## src/rtl/addsub_result_stage.sv

```systemverilog
// Registered result stage behind the 4-bit adder/subtractor: derives status flags,
// buffers results in a small FIFO and presents them on a valid/ready handshake.
module addsub_result_stage #(
    parameter int unsigned WIDTH = 4,
    parameter int unsigned DEPTH = 2,
    parameter int unsigned CNT_W = 8
) (
    input  logic             clk,
    input  logic             rst_n,
    input  logic             in_valid,
    output logic             in_ready,
    input  logic [WIDTH-1:0] a,
    input  logic [WIDTH-1:0] b,
    input  logic             select,
    input  logic [WIDTH-1:0] sum,
    input  logic             cout,
    output logic             out_valid,
    input  logic             out_ready,
    output logic [WIDTH-1:0] out_result,
    output logic             out_op,
    output logic             out_carry,
    output logic             out_borrow,
    output logic             out_ovf,
    output logic             out_zero,
    output logic             out_neg,
    output logic             ovf_sticky,
    input  logic             sticky_clr,
    output logic [CNT_W-1:0] op_count
);

    localparam int unsigned PTR_W = (DEPTH > 1) ? $clog2(DEPTH) : 1;
    localparam int unsigned CW    = $clog2(DEPTH + 1);
    // Entry layout: {result, op, carry, borrow, ovf, zero, neg}
    localparam int unsigned EW    = WIDTH + 6;

    localparam logic [CW-1:0]    CNT_ZERO_C = {CW{1'b0}};
    localparam logic [CW-1:0]    CNT_ONE_C  = CW'(1);
    localparam logic [CW-1:0]    CNT_FULL_C = CW'(DEPTH);
    localparam logic [PTR_W-1:0] PTR_ONE_C  = PTR_W'(1);
    localparam logic [CNT_W-1:0] OPC_ONE_C  = CNT_W'(1);

    // Builds a FIFO entry from the adder's inputs and outputs; the sum is never recomputed.
    function automatic logic [EW-1:0] make_entry(
        input logic [WIDTH-1:0] fa,
        input logic [WIDTH-1:0] fb,
        input logic             fsel,
        input logic [WIDTH-1:0] fsum,
        input logic             fcout
    );
        logic f_borrow;
        logic f_ovf;
        logic f_zero;
        logic f_neg;
        f_borrow = fsel & ~fcout;
        f_ovf    = (fa[WIDTH-1] ^ fsum[WIDTH-1]) & ~(fa[WIDTH-1] ^ fb[WIDTH-1] ^ fsel);
        f_zero   = (fsum == {WIDTH{1'b0}});
        f_neg    = fsum[WIDTH-1];
        return {fsum, fsel, fcout, f_borrow, f_ovf, f_zero, f_neg};
    endfunction

    logic [EW-1:0]    mem_r [DEPTH];
    logic [PTR_W-1:0] wr_ptr_r;
    logic [PTR_W-1:0] rd_ptr_r;
    logic [CW-1:0]    count_r;
    logic             valid_r;
    logic             not_full_r;
    logic             ovf_sticky_r;
    logic [CNT_W-1:0] op_count_r;

    logic             push_s;
    logic             pop_s;
    logic [CW-1:0]    count_nxt_s;
    logic [EW-1:0]    entry_s;
    logic             entry_ovf_s;
    logic [EW-1:0]    head_s;

    // Handshake qualifiers; in_ready depends only on registered state and reset.
    always_comb begin
        in_ready = rst_n & not_full_r;
        push_s   = in_valid & in_ready;
        pop_s    = valid_r & out_ready;
    end

    // Entry formed only when a push happens, so idle data inputs never reach state.
    always_comb begin
        entry_s = {EW{1'b0}};
        if (push_s) begin
            entry_s = make_entry(a, b, select, sum, cout);
        end else begin
            entry_s = {EW{1'b0}};
        end
        entry_ovf_s = entry_s[2];
    end

    // Occupancy update; push+pop together leave the count unchanged.
    always_comb begin
        count_nxt_s = count_r;
        case ({push_s, pop_s})
            2'b10:   count_nxt_s = count_r + CNT_ONE_C;
            2'b01:   count_nxt_s = count_r - CNT_ONE_C;
            default: count_nxt_s = count_r;
        endcase
    end

    // FIFO storage write port.
    always_ff @(posedge clk) begin
        if (!rst_n) begin
            for (int i = 0; i < int'(DEPTH); i++) begin
                mem_r[i] <= {EW{1'b0}};
            end
        end else if (push_s) begin
            mem_r[wr_ptr_r] <= entry_s;
        end else begin
            mem_r[wr_ptr_r] <= mem_r[wr_ptr_r];
        end
    end

    // Pointers, occupancy and the registered full/empty status.
    always_ff @(posedge clk) begin
        if (!rst_n) begin
            wr_ptr_r   <= {PTR_W{1'b0}};
            rd_ptr_r   <= {PTR_W{1'b0}};
            count_r    <= CNT_ZERO_C;
            valid_r    <= 1'b0;
            not_full_r <= 1'b1;
        end else begin
            if (push_s) begin
                wr_ptr_r <= wr_ptr_r + PTR_ONE_C;
            end else begin
                wr_ptr_r <= wr_ptr_r;
            end
            if (pop_s) begin
                rd_ptr_r <= rd_ptr_r + PTR_ONE_C;
            end else begin
                rd_ptr_r <= rd_ptr_r;
            end
            count_r    <= count_nxt_s;
            valid_r    <= (count_nxt_s != CNT_ZERO_C);
            not_full_r <= (count_nxt_s != CNT_FULL_C);
        end
    end

    // Sticky overflow: a same-cycle overflowing push wins over clear.
    always_ff @(posedge clk) begin
        if (!rst_n) begin
            ovf_sticky_r <= 1'b0;
        end else if (push_s && entry_ovf_s) begin
            ovf_sticky_r <= 1'b1;
        end else if (sticky_clr) begin
            ovf_sticky_r <= 1'b0;
        end else begin
            ovf_sticky_r <= ovf_sticky_r;
        end
    end

    // Completed-operation counter, wraps silently.
    always_ff @(posedge clk) begin
        if (!rst_n) begin
            op_count_r <= {CNT_W{1'b0}};
        end else if (pop_s) begin
            op_count_r <= op_count_r + OPC_ONE_C;
        end else begin
            op_count_r <= op_count_r;
        end
    end

    assign head_s     = mem_r[rd_ptr_r];
    assign out_valid  = valid_r;
    assign out_result = head_s[EW-1:6];
    assign out_op     = head_s[5];
    assign out_carry  = head_s[4];
    assign out_borrow = head_s[3];
    assign out_ovf    = head_s[2];
    assign out_zero   = head_s[1];
    assign out_neg    = head_s[0];
    assign ovf_sticky = ovf_sticky_r;
    assign op_count   = op_count_r;

endmodule
```

## config.mk

```make
export PLATFORM = sky130hd
export DESIGN_NAME = addsub_result_stage
export DESIGN_NICKNAME = d
export VERILOG_FILES = /design/src/rtl/addsub_result_stage.sv
export SDC_FILE = /design/constraint.sdc
export NUM_CORES = 1
export LEC_CHECK = 0
export BUFFER_PORTS_ARGS = -buffer_cell sky130_fd_sc_hd__buf_2
export CAP_MARGIN = 25
export CORE_MARGIN = 5
export CORE_UTILIZATION = 55
export CTS_CLUSTER_DIAMETER = 30
export DETAILED_ROUTE_END_ITERATION = 10
export PLACE_DENSITY = 0.89
export SETUP_SLACK_MARGIN = 0.1
export SYNTH_ARGS = -nofsm -noshare
export SYNTH_HDL_FRONTEND = slang
export SYNTH_SLANG_ARGS = --single-unit
```

## constraint.sdc

```tcl
create_clock -name clk -period 3.7 [get_ports clk]
set_clock_uncertainty 0.1 [all_clocks]
set_input_delay 0 -clock clk [delete_from_list [all_inputs] [get_ports clk]]
set_output_delay 0 -clock clk [all_outputs]
set_load 0.005 [all_outputs]
```

### After elaboration in Yosys (flattened, before gate mapping)

Memories as Yosys holds them, arrays and structs flattened. A register that Yosys moved wholly into a read port is not among the register bits.
Cells that the tools add are included.

| storage, ports and cells | value |
|---|---|
| flip-flop bits (word level) | 15 |
| memory bits (writable) | 20 |
| input bits | 19 |
| output and inout port bits | 21 |
| word-level logic and storage cells | 51 |
| memories | 1 |

Memories:

| name | words | width | read ports | clocked after Yosys merged registers in | wr ports | RTL line | RTL |
|---|---|---|---|---|---|---|---|
| mem_r | 2 | 10 | 1 | 1 | 2 | 61 | `logic [EW-1:0] mem_r [DEPTH];` |

| cells by class | value |
|---|---|
| $add $sub $neg | 5 |
| equality and inequality tests | 4 |
| multiplexer cells | 17 |
| bitwise operators | 11 |
| reduce and logical (&&, ||, !) cells | 6 |

Operators with widths:

| cell | number |
|---|---|
| 2-to-1 mux 10 bit | 3 |
| 2-to-1 mux 1 bit | 13 |
| OR reduction 10 bit | 1 |
| adder 8 x 1 -> 8 bit, second input constant | 1 |
| bitwise AND 1 bit | 5 |
| logical NOT 4 bit | 1 |
| one-hot mux 2 bit (2 select lines) | 1 |
| nonzero test 2 bit | 2 |
| XOR 1 bit | 3 |
| adder 1 bit, second input constant | 2 |
| adder 2 x 1 -> 2 bit, second input constant | 1 |
| == test 2 x 1 -> 1 bit, second input constant | 1 |
| == test 2 bit, second input constant | 1 |
| inequality test 2 bit, second input constant | 1 |
| inverter 1 bit | 2 |
| AND reduction 2 bit | 1 |
| subtractor 2 x 1 -> 2 bit, second input constant | 1 |
| logical AND 1 bit | 1 |
| inequality test 0 bit | 1 |
| bitwise OR 1 bit | 1 |

### Depth between registers and ports, before layout

| depth | value |
|---|---|
| word-level depth | 9 |
| depth in mapped cells | 6 |
| depth with buffers taken out | 6 |

### Worst setup path after synthesis

OpenSTA, ideal clock, no wires.

| path | value |
|---|---|
| kind | flip-flop to flip-flop |
| from | reg valid_r, in the netlist out_valid |
| to | reg not_full_r |
| data arrival time | 1.409 ns |
| required time | 3.486 ns |
| setup slack | 2.077 ns |
| stages on the path, launching flop included | 6 |
| buffers on the path | 0 |
| cell sequence | dfxtp_1 -> nand2_1 -> inv_1 -> ha_1 -> or3_1 -> a21o_1 |

| on the way | value |
|---|---|
| longest elaborated chain between the ends | 4 |
| elaborated cells between the ends (all ways) | 5 |
| those cells by class | eq/ne: 3; mux: 1; bitwise: 1 |

Ends and longest elaborated chain:

| what | RTL line | RTL |
|---|---|---|
| from (decl) | 65 | `logic valid_r;` |
| from (signal assigned) | 138 | `valid_r <= (count_nxt_s != CNT_ZERO_C);` |
| bitwise AND 1 bit (*) | 81 | `pop_s = valid_r & out_ready;` |
| named net pop_s | 71 | `logic pop_s;` |
| == test 2 x 1 -> 1 bit / == test 2 bit (equally long branches) | 98 | `case ({push_s, pop_s})` |
| one-hot mux 2 bit (2 select lines) (*) | 98 |  |
| inequality test 2 bit (*) | 139 | `not_full_r <= (count_nxt_s != CNT_FULL_C);` |
| to (signal assigned) | 139 |  |
| to (decl) | 66 | `logic not_full_r;` |

Mark *: on every way through the listed nets, which the timed path passes. The rest lies on a longest branch.
A chain may end at the register's enable or synchronous reset.

### Worst setup path after layout

Same ends and word-level chain as after synthesis.

==> impl_metrics.env <==
export IMPL_status="finished, final reports clean"
export IMPL_numCtsBuffers=5
export IMPL_power_density_nw_per_um2=436
export IMPL_p_sw_uw=219
export IMPL_worst_ep_required_time_ns=3.85
export IMPL_cp_data_arrival_time_ns=1.92
export IMPL_slew_viol_final=0
export IMPL_die_area_um2=3870
export IMPL_ant_nets=0
export IMPL_maxCapViolCount=0
export IMPL_via_count=1149
export IMPL_fillers=219
export IMPL_hold_buffers=11
export IMPL_cts_resized=0
export IMPL_critical_path_max_stage_delay_ns=0.44
export IMPL_hpwlAfterDp_um=2200
export IMPL_placeableCoreArea_um2=2690
export IMPL_grt_pass1_vias=1195
export IMPL_worst_slack_ns=1.94
export IMPL_clock_power_share_pct=27.5
export IMPL_synth_yosys_seq_area_share_pct=57.4
export IMPL_dp_worst_setup_slack_ns=1.98
export IMPL_stdcell_count=214
export IMPL_start_kind="flop"
export IMPL_avgSynthCellArea_um2=11.1
export IMPL_critical_path_buf_inv_count=1
export IMPL_nets=203
export IMPL_grt_max_degree=14
export IMPL_rows=19
export IMPL_dp_cells=195
export IMPL_grt_util_all_layers_pct=17.9
export IMPL_finalCritPeriodShare_pct=47.7
export IMPL_synth_warning_count=0
export IMPL_drc=0
export IMPL_swShare_pct=27.1
export IMPL_power_frac_seq_pct=56.0
export IMPL_met1_usage_pct=20.3
export IMPL_worst_slew_pin_slew_ns=0.433
export IMPL_drive_gt1_share_pct=28.4
export IMPL_tritoncts="built"
export IMPL_power_total_uw=809
export IMPL_worst_path_max_fanout=6
export IMPL_whs_ns=0.0906
export IMPL_antenna_cells=0
export IMPL_antenna_found_initial=0
export IMPL_die_h_um=62.2
export IMPL_gp_congestion=0.768
export IMPL_intPower_uw=589
export IMPL_crit_type="reg -> reg"
export IMPL_wire_per_inst_um=15.1
export IMPL_synth_nets=156
export IMPL_clockRootBuffer="clkbuf_4"
export IMPL_insertion_delay_ns=0.34
export IMPL_p_comb_share_pct=16.5
export IMPL_cp_end_kind="flop"
export IMPL_grt_util_met3_pct=6.13
export IMPL_ys_types=30
export IMPL_slowest_stage="dfxtp_1"
export IMPL_initial_core_util_pct=55.8
export IMPL_h_tree_depth=2
export IMPL_grt_overflow=0
export IMPL_finalWirelength_um=3220
export IMPL_hold_viol_final=0
export IMPL_first_iter_violations=90
export IMPL_rsz0062_at_grt="false"
export IMPL_grt_busiest_layer="met2"
export IMPL_hold_class="in -> reg"
export IMPL_period_needed_ns=1.76
export IMPL_viasPerCell=5.37
export IMPL_path_cells="nand2_1 -> inv_1 -> ha_1 -> or3_1 -> a21o_1"
export IMPL_syn_to_final_growth_pct=23.8
export IMPL_clkTransAtPathRegs_ns=0.10
export IMPL_p_leak_nw=0.777
export IMPL_ctsLongestPathBuffers=2
export IMPL_die_w_um=62.2
export IMPL_cts_sinks=34
export IMPL_postCtsSetupBuffers=0
export IMPL_tns_ns=0
export IMPL_met2_usage_pct=29.5
export IMPL_fmax_mhz=567
export IMPL_ios=40
export IMPL_cp_top_family="simple AND/OR/NAND/NOR gates"
export IMPL_drtPass1Iterations=4
export IMPL_synth_seq_cells=34
export IMPL_io_buffers=33
export IMPL_synthCells=135
export IMPL_slew_headroom_pct=71.0
export IMPL_synthesis_area_um2=1500
export IMPL_grt_pass1_wl_um=5420
export IMPL_irDropWorstVdd_mv=0.305
export IMPL_finalSetupViolCount=0
layout by cell type, fill, tap and decap left out, drive strengths merged, types with 2 or more instances in the layout:
| cell type | n |
|---|---|
| buf | 33 |
| nand4 | 3 |
| nor2 | 15 |
| xnor2 | 3 |
| ha | 2 |
| o21ai | 3 |
| nand2b | 3 |
| nor2b | 2 |
| and2 | 13 |
| a21oi | 6 |
| nand2 | 9 |
| mux2 | 9 |
| xor2 | 5 |
| dlygate4sd3 | 11 |
| or3 | 3 |
| nand3 | 5 |
| edfxtp | 18 |
| dfxtp | 16 |
| o31ai | 3 |
| clkbuf | 6 |
| or4 | 3 |
| inv | 5 |
kinds of logic (layout without fill, tap and decap cells):
group | count (synthesis) | after routing | share of synthesized area [%]
AO/OA/AOI/OAI | 16 | 16 | 6.42
XOR/XNOR | 8 | 8 | 4.67
adder cells (fa/ha/maj) | 2 | 2 | 1.67
buffers and inverters | 8 | 56 | 2.34
flip-flops | 34 | 34 | 57.4
multiplexers | 10 | 10 | 7.42
AND/OR/NAND/NOR | 57 | 57 | 20.1
registers in the layout (all words and copies together) (netlist names), named ones only:
| register | cells |
|---|---|
| ovf_sticky | 1 |
| rd_ptr_r | 1 |
| op_count | 8 |
| count_r | 2 |
| not_full_r | 1 |
| mem_r | 18 |
| out_valid | 1 |
| wr_ptr_r | 1 |
power by group through the flow:
stage	logic, mW	registers [mW]	clock network [mW]
floorplan	0.0850	0.453	0
global placement	0.117	0.458	0
detailed placement	0.123	0.462	0
CTS	0.134	0.453	0.227
global route	0.147	0.458	0.248
finish	0.133	0.453	0.223
worst register-to-register path, cell delays in order (launching register included):
cell	delay [ns]
dfxtp_1	0.44
nand2_1	0.18
inv_1	0.10
ha_1	0.27
or3_1	0.40
a21o_1	0.19
synthesized netlist by cell type:
| library cell | instances | area [um^2] |
|---|---|---|
| and2_1 | 13 | 81.3 |
| or3_2 | 1 | 7.51 |
| mux2_2 | 9 | 101 |
| o31ai_1 | 3 | 22.5 |
| edfxtp_1 | 18 | 541 |
| nand4_1 | 3 | 18.8 |
| nand3_1 | 4 | 20.0 |
| ha_1 | 2 | 25.0 |
| xnor2_1 | 3 | 26.3 |
| a21o_1 | 1 | 7.51 |
| clkbuf_1 | 2 | 7.51 |
| buf_4 | 1 | 7.51 |
| or4_1 | 3 | 22.5 |
| o21ai_0 | 3 | 15.0 |
| a21oi_1 | 6 | 30.0 |
| or3_1 | 2 | 12.5 |
| nand2_1 | 9 | 33.8 |
| nor2_1 | 15 | 56.3 |
| nor2b_1 | 2 | 12.5 |
| inv_1 | 4 | 15.0 |
| nor3b_1 | 1 | 7.51 |
| o211ai_1 | 1 | 7.51 |
| o22ai_1 | 1 | 6.26 |
| mux2i_1 | 1 | 10.0 |
| nand2b_1 | 3 | 18.8 |
| nand3_2 | 1 | 10.0 |
| xor2_1 | 5 | 43.8 |
| buf_2 | 1 | 5.00 |
| dfxtp_1 | 16 | 320 |
| a211oi_1 | 1 | 7.51 |
final cells by class:
class | count | area [um^2] | area share [%]
Inverter | 4 | 15.0 | 0.809
Multi-Input combinational cell | 93 | 604 | 32.5
Tap cell | 31 | 38.8 | 2.09
Sequential cell | 34 | 861 | 46.4
Clock buffer | 6 | 51.3 | 2.76
Clock inverter | 2 | 11.3 | 0.606
Timing Repair Buffer | 44 | 275 | 14.8
path summary, 6_finish.rpt:
kind / from / end / slack (ns) / depth (start not counted)
setup / recovery: out_valid$_SDFF_PN0_ / not_full_r$_SDFF_PN1_ / 1.94 / 5
hold / removal: b[3] / mem_r[1][2]$_SDFFCE_PN0P_ / 0.09 / 4
setup reg to reg: out_valid$_SDFF_PN0_ / not_full_r$_SDFF_PN1_ / 1.94 / 5
hold reg to reg: op_count[7]$_SDFFE_PN0P_ / op_count[7]$_SDFFE_PN0P_ / 0.40 / 2
routing by layer:
metal,wire [um],share of wire (%),up-vias
met5,0,0,-
met4,61,1.9,0
met3,173,5.4,7
met2,1730,54,34
met1,1260,39,539
li1,-,-,569
through the flow:
| step | utilization (%) | cell area [um^2] |
|---|---|---|
| 6_report | 69.1 | 1860 |
| 5_1_grt | 69.1 | 1860 |
| 4_1_cts | 69.1 | 1860 |
| 3_5_place_dp | 62.7 | 1680 |
| 3_3_place_gp | 62.7 | 1680 |
| 2_1_floorplan | - | 1500 |
No activity file was read; power rests on OpenSTA's default activity.
